$ cat src/rtl/one_sec_tick_gen.sv
// one_sec_tick_gen: divides clk into a one-cycle OneSecTimer strobe with run/pause/stop control
// and a saturating count of strobes issued since the last reconfig.
module one_sec_tick_gen #(
    parameter int CLK_HZ       = 50000000,
    parameter int TICK_HZ      = 1,
    parameter int DIV_OVERRIDE = 0,
    parameter int CNT_W        = 26
) (
    input  logic       clk,
    input  logic       rst,
    input  logic       reconfig,
    input  logic       pause,
    input  logic       TimeOut,
    output logic       OneSecTimer,
    output logic       running,
    output logic [7:0] tick_count
);
    localparam int DIV = (DIV_OVERRIDE == 0) ? CLK_HZ / TICK_HZ : DIV_OVERRIDE;
    localparam logic [CNT_W-1:0] LAST = CNT_W'(DIV - 1);
    localparam logic [1:0] IDLE = 2'd0, RUN = 2'd1, PAUSED = 2'd2, DONE = 2'd3;

    if (DIV < 2) begin : g_bad_div
        $error("one_sec_tick_gen: DIV must be at least 2");
    end

    logic [1:0]       r_state, w_state;
    logic [CNT_W-1:0] r_cnt, w_cnt;
    logic [7:0]       r_tc, w_tc;
    logic             r_tick, w_tick;
    logic             w_active, w_step, w_wrap;

    // RUN and PAUSED share transitions; leaving PAUSED counts that cycle so phase is kept
    always_comb begin
        w_active = (r_state == RUN) || (r_state == PAUSED);
        w_step   = w_active && !TimeOut && !pause;
        w_wrap   = w_step && (r_cnt == LAST);
        w_state  = reconfig ? RUN : !w_active ? r_state : TimeOut ? DONE : pause ? PAUSED : RUN;
        w_cnt    = (reconfig || w_wrap) ? '0 : w_step ? r_cnt + CNT_W'(1) : r_cnt;
        w_tc     = reconfig ? 8'd0 : (w_wrap && r_tc != 8'hFF) ? r_tc + 8'd1 : r_tc;
        w_tick   = !reconfig && w_wrap;
    end

    always_ff @(posedge clk or negedge rst) begin
        if (!rst) begin
            r_state <= IDLE;
            r_cnt   <= '0;
            r_tc    <= 8'd0;
            r_tick  <= 1'b0;
        end else begin
            r_state <= w_state;
            r_cnt   <= w_cnt;
            r_tc    <= w_tc;
            r_tick  <= w_tick;
        end
    end

    assign OneSecTimer = r_tick;
    assign running     = (r_state == RUN);
    assign tick_count  = r_tc;
endmodule

$ cat config.mk
export PLATFORM = sky130hd
export DESIGN_NAME = one_sec_tick_gen
export DESIGN_NICKNAME = d
export VERILOG_FILES = /design/src/rtl/one_sec_tick_gen.sv
export SDC_FILE = /design/constraint.sdc
export NUM_CORES = 1
export LEC_CHECK = 0
export BUFFER_PORTS_ARGS = -buffer_cell sky130_fd_sc_hd__buf_2
export CAP_MARGIN = 40
export CORE_MARGIN = 4
export CORE_UTILIZATION = 50
export CTS_CLUSTER_DIAMETER = 150
export DETAILED_ROUTE_END_ITERATION = 6
export PLACE_DENSITY = 0.73
export SETUP_SLACK_MARGIN = 0.3
export SLEW_MARGIN = 20
export SYNTH_ARGS = -nofsm -noshare
export SYNTH_HDL_FRONTEND = slang
export SYNTH_SLANG_ARGS = --single-unit
$ cat constraint.sdc
create_clock -name clk -period 5.9 [get_ports clk]
set_input_delay 1.18 -clock clk [delete_from_list [all_inputs] [get_ports clk]]
set_output_delay 1.18 -clock clk [all_outputs]
set_load 0.05 [all_outputs]
==> results of run 1 <==
-- stage by stage --
stage / setup slack [ns] / area (um^2) / cells
after floorplan: 3.13 / 1940 / 201
after global placement: 2.93 / 2050 / 258
after detailed placement: 2.87 / 2050 / 258
after CTS: 3.18 / 2140 / 265
after global routing: 2.99 / 2160 / 266
final: 3.20 / 2160 / 266
-- worst max path at each step --
stage                 start       endpoint  slack, ns
detailed placement  TimeOut       r_cnt[0]       2.87
floorplan           TimeOut  tick_count[6]       3.13
global placement    TimeOut       r_cnt[5]       2.93
CTS                 TimeOut       r_cnt[0]       3.18
global route        TimeOut      r_cnt[13]       2.99
finish              TimeOut       r_cnt[0]       3.20
-- cells in the mapped netlist (3+ instances only) --
master / number
dfrtp_1: 37
nor2_1: 34
xor2_1: 19
nand3_1: 18
nand4_1: 13
a21oi_1: 12
nand2_1: 8
and3_1: 6
or3_1: 5
and2_1: 4
nor2b_1: 4
xnor2_1: 4
and4_1: 3
ha_1: 3
inv_1: 3
o21ai_0: 3
-- logic make-up after synthesis --
logic type,count (synthesis),share of synthesized area [%]
simple gates,108,30.9
flops,37,47.6
xor+xnor,23,10.4
compound gates,18,5.02
buf+inv,8,1.67
mux,4,2.45
fa+ha+maj,3,1.93
-- flip-flops by register name, indices dropped and copies added (netlist names) --
name / cells
OneSecTimer: 1
tick_count: 8
r_cnt: 26
r_state: 2
-- final cells by class --
class / instances / area [um^2]
fillers: 337 / 1560
multi-input cells: 156 / 985
well taps: 48 / 60.1
clock buffers: 7 / 86.3
inverters: 3 / 11.3
repair buffers: 15 / 90.1
flip-flops and latches: 37 / 926
-- cells in the final DEF, fill, tap and decap left out, types with 6 or more instances in the layout --
master / Yosys / final
a21oi_1: 12 / 12
buf_2: 2 / 14
nor2_1: 34 / 34
clkbuf_8: 0 / 6
nand2_1: 8 / 8
nand3_1: 18 / 18
dfrtp_1: 37 / 37
nand4_1: 13 / 13
xor2_1: 19 / 19
and3_1: 6 / 6
-- routing by layer --
layer,GRT usage [%],part of all wire [%],up-vias,routed length [um]
li1,-,-,736,-
met1,25.3,49,691,1860
met2,22.0,45,18,1680
met3,6.04,4.1,5,155
met4,5.74,1.7,0,62
met5,0,0,-,0
-- worst max-delay path, cell delays in order --
cell and delay (ns):
buf_2 0.11, nor3_2 0.43, and3_1 0.39, and3_2 0.27, or2_2 0.37, nor2_1 0.10
-- power by group --
group / internal, W / switching, W
Combinational: 0.00000906 / 0.0000217
Clock: 0.0000926 / 0.0000863
Sequential: 0.000256 / 0.00000157
==> metrics.md, run 1 <==
| Metric | Value |
|---|---|
| Hold endpoint | `r_state[1]` |
| Period utilization | `45.8%` |
| DR iter-0 viols | `119` |
| Max Fclk | `370 MHz` |
| Hold Violations, Final | `0` |
| Die X-Extent | `70.3 um` |
| Hold wc startpoint | `r_state[1]` |
| Syn Area/Cell | `9.67 um^2` |
| Worst hold stages | `2` |
| Layout Utilization | `58.1%` |
| Core box area | `3720 um^2` |
| # IOs | `15` |
| Vias per cell | `5.45` |
| Final setup TNS | `0 ns` |
| Std-Cell Rows | `22` |
| Total GRT Usage | `16.9%` |
| Crit. End Element | `flop` |
| Register area share after synthesis | `47.6%` |
| Post-detail-place hpwl | `2630 um` |
| Inserted Clock Buffers | `5` |
| TritonCTS clock tree | `done` |
| Worst R2R Setup Slack | `3.42 ns` |
| Critical path class | `input port to flop` |
| Area delta synth->final | `11.1%` |
| Vias in the first global route | `1308` |
| Sink Count | `37` |
| Pre-antenna DRT Iters | `4` |
| CP Max Fanout | `20` |
| Mapped Nets | `209` |
| Peak VDD IR | `0.125 mV` |
| Vert. Die Dim | `70.3 um` |
| Final RePlAce weighted congestion | `0.802` |
| Rel. slew slack | `52.4%` |
| Setup violations, final | `0` |
| Post-CTS Resized | `0` |
| Count of buffers from port buffering | `14` |
| Largest area contributor in the netlist | `dfrtp_1` |
| Die area | `4950 um^2` |
| Final Critical Period | `2.70 ns` |
| Hold_buf cts | `0` |
| Top cells by area, synth | `dfrtp_1 (48%), xor2_1 (8.6%), nor2_1 (6.6%), nand3_1 (4.6%), nand4_1 (4.2%)` |
| Async set-reset flop share out of synthesis | `100%` |
| H-tree Lvls | `2` |
| Share of cells above drive strength 1 | `13.8%` |
| Routed len/inst | `14.1 um` |
| Status | `completed` |
| Grt ovf | `0` |
| CTS root buffer | `clkbuf_8` |
| Max Cap Viol | `0` |
| Design Power | `0.000467 W` |
| Pin count of the biggest net entering global routing | `38` |
| Nets | `226` |
| Clock transition at the registers of the reported paths | `0.06 ns` |
| Unique cell type count in the Yosys netlist | `36` |
| Worst r2r src | `r_state[0]` |
| Least-Margin Pin Slew | `0.708 ns` |
| Initial core utilization | `52.3%` |
| Synth Warn # | `0` |
| Routed Antenna Nets | `0` |
| Initial antenna violation count | `0` |
| Synthesized cell area | `1940 um^2` |
| Post-synth top area share | `47.6%` |
| Critical path startpoint category | `input port` |
| Post-synth EDFFs | `0` |
| Reg2Reg Capture Point | `r_cnt[0]` |
| Leakage | `0.948 nW` |
| Critical Path RT | `6.06 ns` |
| Crit path DAT | `2.87 ns` |
| Top_reg_cell synth | `dfrtp_1` |
| Hold_ws | `0.538 ns` |
| Count of pins over their slew limit | `0` |
| Cells after Synth | `201` |
| Setup Buffers After CTS | `0` |
| First-pass GRT wire length | `6470 um` |
| Worst reg2reg path depth | `6` |
| Synth Register Bits | `37` |
| Clock latency on the worst-skew pair | `0.30 ns` |
| Tightest Hold Check Type | `flop to flop` |
| Clock Path Buffers | `2` |
| Pwr Density | `217 nW/um^2` |
| ANT cells | `0` |
| Final wirelength | `3750 um` |
| Drt drc | `0` |
| RSZ-0062 raised after global routing | `no` |
| Via count of the routed design | `1450` |
| Worst Skew | `0.00988 ns` |
Power figures use the tool's default switching activity.
==> inputs of run 2 (changes only) <==
--- a/config.mk
+++ b/config.mk
@@ -11,7 +11,7 @@
 export CORE_UTILIZATION = 50
 export CTS_CLUSTER_DIAMETER = 150
 export DETAILED_ROUTE_END_ITERATION = 6
-export PLACE_DENSITY = 0.73
+export PLACE_DENSITY = 0.76
 export SETUP_SLACK_MARGIN = 0.3
 export SLEW_MARGIN = 20
 export SYNTH_ARGS = -nofsm -noshare
==> constraint.sdc (replaced) <==
create_clock -name clk -period 2.3 [get_ports clk]
set_input_delay 0.46 -clock clk [delete_from_list [all_inputs] [get_ports clk]]
set_output_delay 0.46 -clock clk [all_outputs]
set_load 0.05 [all_outputs]
==> metrics.md, run 2 (synthesized netlist as in run 1, its figures left out) <==
| Metric | Value |
|---|---|
| Crit. End Element | `flop (unchanged)` |
| Leakage | `1.07 nW (was 0.948 nW)` |
| Clock power share | `39.4% (was 38.3%)` |
| Max reg flops | `26 (unchanged)` |
| Drt drc | `0 (unchanged)` |
| Design Power | `0.00126 W (was 0.000467 W)` |
| Rel. slew slack | `67.8% (was 52.4%)` |
| Pwr Density | `528 nW/um^2 (was 217 nW/um^2)` |
| Worst Skew | `0.00755 ns (was 0.00988 ns)` |
| Placed cell count | `260 (was 258)` |
| Most frequent cells in the layout | `dfrtp_1 (35), nor2_1 (34), xor2_1 (19) (was dfrtp_1 (37), nor2_1 (34), xor2_1 (19))` |
| Routed len/inst | `15.2 um (was 14.1 um)` |
| Hold_buf cts | `0 (unchanged)` |
| Grt ovf | `0 (unchanged)` |
| Routed Antenna Nets | `0 (unchanged)` |
| Tightest Hold Check Type | `input port to asynchronous set/reset pin (was flop to flop)` |
| Count of pins over their slew limit | `0 (unchanged)` |
| Most flops, register | `r_cnt (unchanged)` |
| Clock Path Buffers | `2 (unchanged)` |
| Clock latency on the worst-skew pair | `0.29 ns (was 0.30 ns)` |
| Final wirelength | `4290 um (was 3750 um)` |
| Period utilization | `89.7%` |
| ANT cells | `0 (unchanged)` |
| Int Pwr | `0.000964 W (was 0.000358 W)` |
| Initial core utilization | `52.3% (unchanged)` |
| Sink Count | `37 (unchanged)` |
| Nets | `241 (was 226)` |
| Crit path DAT | `2.29 ns (was 2.87 ns)` |
| Status | `completed (unchanged)` |
| Std-Cell Rows | `22 (unchanged)` |
| Core box area | `3720 um^2 (unchanged)` |
| H-tree Lvls | `2 (unchanged)` |
| Flop pwr share | `52.7% (was 55.1%)` |
| # IOs | `15 (unchanged)` |
| Area delta synth->final | `22.5% (was 11.1%)` |
| Combinational Power Share | `7.9% (was 6.6%)` |
| CTS root buffer | `clkbuf_8 (unchanged)` |
| Layout Utilization | `64.1% (was 58.1%)` |
| Initial antenna violation count | `0 (unchanged)` |
| Final setup TNS | `0 ns (unchanged)` |
| Peak VDD IR | `0.408 mV (was 0.125 mV)` |
| Clock transition at the registers of the reported paths | `0.07 ns (was 0.06 ns)` |
| Max Fclk | `485 MHz` |
| Final RePlAce weighted congestion | `0.852 (was 0.802)` |
| TritonCTS clock tree | `done (unchanged)` |
| Setup violations, final | `0 (unchanged)` |
| RSZ-0062 raised after global routing | `yes (was no)` |
| First-pass GRT wire length | `7380 um (was 6470 um)` |
| Share of cells above drive strength 1 | `26.1% (was 13.8%)` |
| Psw | `0.000294 W (was 0.000110 W)` |
| Post-detail-place hpwl | `2820 um (was 2630 um)` |
| Count of buffers from port buffering | `14 (unchanged)` |
| Least-Margin Pin Slew | `0.481 ns (was 0.708 ns)` |
| Die X-Extent | `70.3 um (unchanged)` |
| Worst reg2reg path depth | `6 (unchanged)` |
| Total GRT Usage | `18.8% (was 16.9%)` |
| Critical path class | `flop to flop (was input port to flop)` |
| Max Cap Viol | `0 (unchanged)` |
| Critical path startpoint category | `flop (was input port)` |
| Hold_ws | `0.117 ns (was 0.538 ns)` |
| Vias per cell | `5.65 (was 5.45)` |
| Vert. Die Dim | `70.3 um (unchanged)` |
| Via count of the routed design | `1594 (was 1450)` |
| Critical Path RT | `2.53 ns (was 6.06 ns)` |
| Die area | `4950 um^2 (unchanged)` |
| DR iter-0 viols | `89 (was 119)` |
| Pin count of the biggest net entering global routing | `38 (unchanged)` |
| Pre-antenna DRT Iters | `4 (unchanged)` |
| Final Critical Period | `2.06 ns` |
| Vias in the first global route | `1538 (was 1308)` |
| Commonest non-fill, non-tap cell in the layout | `dfrtp_1 (unchanged)` |
| Layout Cells excl Fill | `282 (was 266)` |
| CP Max Fanout | `5 (was 20)` |
| Switch share | `23.4% (about the same)` |
| Inserted Clock Buffers | `5 (unchanged)` |
| Hold Violations, Final | `0 (unchanged)` |
==> run 2: cell types whose count changed in the layout (fill, tap and decap cells not counted), sizes merged <==
cell,before,now
buf,15,30
clkinv,0,1
==> run 2: metrics by stage <==
step | worst slack (ns) | area [um^2]
after floorplan | 0.289 | 1980
after global placement | 0.171 | 2100
after detailed placement | 0.144 | 2100
after CTS | 0.249 | 2280
after global routing | 0.185 | 2380
final | 0.237 | 2380
==> run 2: final timing paths <==
kind / startpoint / endpoint / slack [ns]
min reg2reg: r_state[1] / r_state[1] / 0.55
min: rst / OneSecTimer / 0.12
max in group asynchronous: rst / r_cnt[9] / 1.72
min in group clk: pause / r_state[0] / 0.54
max reg2reg: r_cnt[11] / tick_count[3] / 0.24
max: r_cnt[11] / tick_count[3] / 0.24
==> run 2: critical path, cell delays in order (launching register included) <==
cell and delay [ns]:
dfrtp_1 0.41, or4_4 0.55, nor4_4 0.25, buf_4 0.18, nand4_4 0.09, or3_1 0.39
a21oi_2 0.11
==> run 2: final cells by class <==
type	count	area, um^2
fillers	310	1340
multi-input cells	156	1070
flip-flops and latches	37	928
repair buffers	30	210
clock buffers	7	96.3
well taps	48	60.1
inverters	3	11.3
clock inverters	1	5.00
==> run 2: power by group through the flow <==
stage,Combinational [W],Clock [W],Sequential (W)
4_1_cts,0.0000891,0.000512,0.000662
3_5_place_dp,0.0000882,0,0.000675
3_3_place_gp,0.0000875,0,0.000674
6_report,0.0000995,0.000496,0.000663
5_1_grt,0.000109,0.000541,0.000663
2_1_floorplan,0.0000645,0,0.000673
==> run 2: metal layers <==
layer  vias to the layer above  track usage, %  part of all wire, %
met4                         0            7.45                  2.5
li1                        773               -                    -
met3                         9            5.47                  5.2
met5                         -               0                    0
met2                        35            29.6                   50
met1                       777            24.2                   42
==> run 2: repair_timing <==
| item | in CTS | in global routing |
|---|---|---|
| setup buffers | 7 | 6 |
| gates resized for setup | 7 | 8 |
| endpoints found under the setup margin | 26 | 29 |
| pin swaps | 4 | 8 |
